### config.mk
export PLATFORM = sky130hd
export DESIGN_NAME = univ_sft_register
export DESIGN_NICKNAME = d
export VERILOG_FILES = /design/src/rtl/univ_sft_register.sv
export SDC_FILE = /design/constraint.sdc
export NUM_CORES = 1
export LEC_CHECK = 0
export CAP_MARGIN = 10
export CORE_MARGIN = 8
export CORE_UTILIZATION = 25
export CTS_BUF_LIST = sky130_fd_sc_hd__clkbuf_4
export DETAILED_ROUTE_END_ITERATION = 16
export GPL_TIMING_DRIVEN = 1
export SLEW_MARGIN = 20
export SYNTH_ARGS = -nofsm -noshare
export SYNTH_HDL_FRONTEND = slang
export SYNTH_SLANG_ARGS = --single-unit
export TNS_END_PERCENT = 30
### constraint.sdc
create_clock -name sys_clk -period 2.2 [get_ports sys_clk]
set_input_delay 0.44 -clock sys_clk [delete_from_list [all_inputs] [get_ports sys_clk]]
set_output_delay 0.44 -clock sys_clk [all_outputs]
set_load 0.02 [all_outputs]
### src/rtl/univ_sft_register.sv
// Universal shift register: parallel load/clear plus multi-cycle logical, arithmetic
// and rotate shifts executed one bit per clock, behind a valid/ready command handshake.
module univ_sft_register #(
   parameter  int WIDTH = 9,
   localparam int AMT_W = $clog2(WIDTH) + 1
) (
   input  logic             sys_clk,
   input  logic             rst,
   input  logic             cmd_valid,
   output logic             cmd_ready,
   input  logic [2:0]       cmd_op,
   input  logic [AMT_W-1:0] cmd_amt,
   input  logic [WIDTH-1:0] sft_reg_in,
   input  logic             ser_in,
   output logic [WIDTH-1:0] sft_reg_out,
   output logic             ser_out,
   output logic             busy,
   output logic             done
);

   typedef enum logic {IDLE, RUN} state_e;

   typedef enum logic [2:0] {
      OP_NOP   = 3'b000,
      OP_LOAD  = 3'b001,
      OP_SHL   = 3'b010,
      OP_SHR   = 3'b011,
      OP_SAR   = 3'b100,
      OP_ROL   = 3'b101,
      OP_ROR   = 3'b110,
      OP_CLEAR = 3'b111
   } op_e;

   state_e             state_q, state_d;
   op_e                op_q, op_d;
   logic [AMT_W-1:0]   count_q, count_d;
   logic [WIDTH-1:0]   reg_q, reg_d;
   logic               ser_q, ser_d;
   logic               done_q, done_d;
   logic [WIDTH:0]     stepped;

   // Returns {bit shifted out, new register value} for one 1-bit step.
   function automatic logic [WIDTH:0] step(input op_e op, input logic [WIDTH-1:0] r,
                                           input logic si);
      case (op)
         OP_SHL:  return {r[WIDTH-1], r[WIDTH-2:0], si};
         OP_SHR:  return {r[0], si, r[WIDTH-1:1]};
         OP_SAR:  return {r[0], r[WIDTH-1], r[WIDTH-1:1]};
         OP_ROL:  return {r[WIDTH-1], r[WIDTH-2:0], r[WIDTH-1]};
         OP_ROR:  return {r[0], r[0], r[WIDTH-1:1]};
         default: return {1'b0, r};
      endcase
   endfunction

   always_comb begin
      state_d = state_q;
      op_d    = op_q;
      count_d = count_q;
      reg_d   = reg_q;
      ser_d   = ser_q;
      done_d  = 1'b0;
      stepped = step(op_q, reg_q, ser_in);
      case (state_q)
         IDLE: begin
            if (cmd_valid) begin
               case (op_e'(cmd_op))
                  OP_NOP: done_d = 1'b1;
                  OP_LOAD: begin
                     reg_d  = sft_reg_in;
                     done_d = 1'b1;
                  end
                  OP_CLEAR: begin
                     reg_d  = '0;
                     done_d = 1'b1;
                  end
                  default: begin
                     if (cmd_amt == '0) begin
                        done_d = 1'b1;
                     end else begin
                        op_d    = op_e'(cmd_op);
                        count_d = cmd_amt;
                        state_d = RUN;
                     end
                  end
               endcase
            end
         end
         RUN: begin
            {ser_d, reg_d} = stepped;
            count_d        = count_q - AMT_W'(1);
            if (count_q == AMT_W'(1)) begin
               state_d = IDLE;
               done_d  = 1'b1;
            end
         end
      endcase
   end

   always_ff @(posedge sys_clk) begin
      if (rst) begin
         state_q <= IDLE;
         op_q    <= OP_NOP;
         count_q <= '0;
         reg_q   <= '0;
         ser_q   <= 1'b0;
         done_q  <= 1'b0;
      end else begin
         state_q <= state_d;
         op_q    <= op_d;
         count_q <= count_d;
         reg_q   <= reg_d;
         ser_q   <= ser_d;
         done_q  <= done_d;
      end
   end

   assign cmd_ready   = (state_q == IDLE);
   assign busy        = (state_q == RUN);
   assign sft_reg_out = reg_q;
   assign ser_out     = ser_q;
   assign done        = done_q;

endmodule

==> results.py <==
metrics = {
    "detailed_routing": {
        "routed-wl-met3_um": 219,
        "firstDrtPassIters": 4,
        "via_per_inst": 5.18,
        "drtAntennaViolNets": 0,
        "top_layer_used": "met4",
        "wl_met1_mm": 1.77,
        "first_iter_violations": 75,
        "dr_total_vias": 1321,
        "wl_per_cell_um": 14.3,
        "wirelength_mm": 3.65,
        "routed-wl-met2_mm": 1.64,
        "route.detailed.drc": 0,
    },
    "logic_synthesis": {
        "synthMuxAreaShare": 0.00775,
        "syn_nets": 173,
        "seq_area_frac_synth": 0.310,
        "yosysUniqueCellTypes": 39,
        "synth_area_per_cell_um2": 8.61,
        "synth_xor_area_frac": 0.0136,
        "synth-adder-area-share": 0.0194,
        "yosysMostFrequentCell": "dfxtp_1",
        "ys_ff_latch": 20,
        "netlist_instances": 150,
        "netlist_area_mm2": 0.00129,
        "synthSimpleGateAreaFrac": 0.201,
        "synth_flop_cell": "dfxtp_1",
        "ys.warnings.count": 0,
        "synth_top_area_share": 0.310,
        "synthTopCellsByArea": "dfxtp_1, a221oi_1, a221o_1",
        "yosys.area.top_type": "dfxtp_1",
        "async_flop_share": 0,
        "synth_compound_area_frac": 0.364,
        "synth_commonest_cells": "dfxtp_1, a221oi_1, a21oi_1, o21ai_0",
        "synth-edff-count": 0,
        "synth_top_family_by_area": "compound AO/OA/AOI/OAI gates",
    },
    "critical_path": {
        "r2r_end": "ser_out",
        "r2r_start": "op_q[1]",
        "crit_path_max_incr_delay_ns": 0.67,
        "required_ns": 1.76,
        "worstSetupEndpoint": "busy",
        "crit_buf_inv": 1,
        "cp-start-kind": "flip-flop",
        "crit_type": "flip-flop to output pin",
        "cpMaxStageDelayCell": "clkdlybuf4s50_1",
        "worstSetupEndpointType": "output pin",
        "crit_chain": "clkdlybuf4s50_1",
        "path_delay_family": "buffers and inverters",
        "arrival_ns": 1.49,
        "setup.worst_path.start": "busy",
        "cp_max_fo": 16,
        "r2r_slack_ns": 0.55,
        "r2r_cells": 4,
        "path_depth": 1,
    },
    "global_route": {
        "overflow": 0,
        "grt_max_degree": 17,
        "antenna_found_initial": 0,
        "track_usage": 0.0979,
        "grt_pass1_vias": 1232,
        "grt_pass1_wl_mm": 6.07,
    },
    "power_and_ir_drop": {
        "finalPower_uw": 849,
        "p_per_area_mw_per_mm2": 491,
        "peakVddDrop_v": 0.000256,
        "power_leakage_uw": 0.000594,
    },
    "timing": {
        "tightest_slew_ns": 0.416,
        "skew_ns": 0.00797,
        "min_period_ns": 1.93,
        "fin_tns_setup_ns": 0,
        "final_hold_viol_count": 0,
        "setup_violations": 0,
        "finalCritPeriodShare": 0.878,
        "max_freq_mhz": 518,
        "slew_headroom": 0.722,
        "rsz0062_at_grt": "false",
        "drv_slew": 0,
    },
    "cells_and_area": {
        "stdcell_count": 255,
        "drive_gt1_frac": 0.119,
        "fin_util": 0.343,
        "nNetsFinal": 209,
        "area_growth_pct": 33.9,
        "antenna_cells": 0,
    },
    "min_path": {
        "min_delay_path_depth": 2,
        "hp-class": "flip-flop to flip-flop",
    },
    "floorplan": {
        "core_region_area_mm2": 0.00504,
        "initial_core_util": 0.256,
        "die_height_um": 87.9,
        "die_x_um": 87.9,
        "rows": 26,
        "ios": 34,
        "fp.dieArea_mm2": 0.00772,
    },
    "clock_network": {
        "ctsRootBufferMaster": "clkbuf_4",
        "clkTransAtPathRegs_ns": 0.12,
        "clockBufferDepth": 2,
        "cts_tree": "yes",
        "postCtsHoldBufs": 0,
        "cts_buffers": 3,
        "insertion_delay_ns": 0.30,
        "clock_sinks": 20,
        "h-tree-depth": 1,
    },
    "placement": {
        "dp_hpwl_mm": 2.87,
        "gp_congestion": 0.812,
        "portBuffers": 33,
        "dp.cells": 251,
    },
    "job": {
        "max_cap_viol_count": 0,
    },
    "status": {
        "outcome": "completed",
    },
}
area by class of cell:
type	count	area, um2
Clock buffer	3	22.5
Clock inverter	1	3.75
Fill cell	555	3310
Inverter	7	26.3
Multi-Input combinational cell	111	782
Sequential cell	20	402
Tap cell	70	87.6
Timing Repair Buffer	43	405
power by group:
part	total (uW)	switching, uW	internal, uW
sequential	430	41.6	388
combinational	242	118	125
clock	177	111	66.0
cell families (layout without fill, tap and decap cells):
group / count (synthesis) / in the layout
AOI/OAI and AO/OA: 62 / 62
and+or+nand+nor: 44 / 44
DFF: 20 / 20
muxes: 1 / 1
xor gates and xnor gates: 2 / 2
adders and majority gates: 2 / 2
buffers and inverters: 19 / 54
flip-flops by register name, indices dropped and copies added (netlist names):
| name | flops |
|---|---|
| done | 1 |
| count_q | 5 |
| busy | 1 |
| sft_reg_out | 9 |
| ser_out | 1 |
| op_q | 3 |
per-layer routing:
metal,up-vias,global-route usage
met1,613,0.127
met4,0,0.0188
met2,37,0.156
met3,2,0.0291
met5,-,0
li1,669,-
timing repair:
item / in CTS / in global routing
setup endpoints to repair: 0 / 2
setup buffers: 0 / 0
gates resized for setup: 0 / 1
worst min path at each step:
stage	slack (ns)	start	to
global placement	0.44	ser_out	ser_out
floorplan	0.48	count_q[1]	count_q[1]
detailed placement	0.45	ser_out	ser_out
finish	0.46	ser_out	ser_out
global route	0.50	ser_out	ser_out
CTS	0.47	ser_out	ser_out
per-stage QoR:
| stage | instance area, um2 | setup WS, ns | hold WS [ns] |
|---|---|---|---|
| 4_1_cts | 1730 | 0.0357 | 0.467 |
| 2_1_floorplan | 1290 | 0.706 | 0.481 |
| 3_3_place_gp | 1700 | 0.135 | 0.444 |
| 3_5_place_dp | 1700 | 0.0835 | 0.450 |
| 5_1_grt | 1730 | 0.180 | 0.497 |
| 6_report | 1730 | 0.269 | 0.460 |
cells in the final DEF, fill, tap and decap left out, drive strengths merged, types with 4 or more instances in the layout:
cell type      Yosys  routed
clkdlybuf4s50      0      33
dfxtp             20      20
a221oi            16      16
o21ai             10      10
a21oi             10      10
buf                8      10
nor3              10      10
nand2              9       9
a221o              8       8
inv                7       7
nor2               5       5
and3               4       4
a31oi              4       4
nand3b             4       4
(Power assumes the default switching activity.)
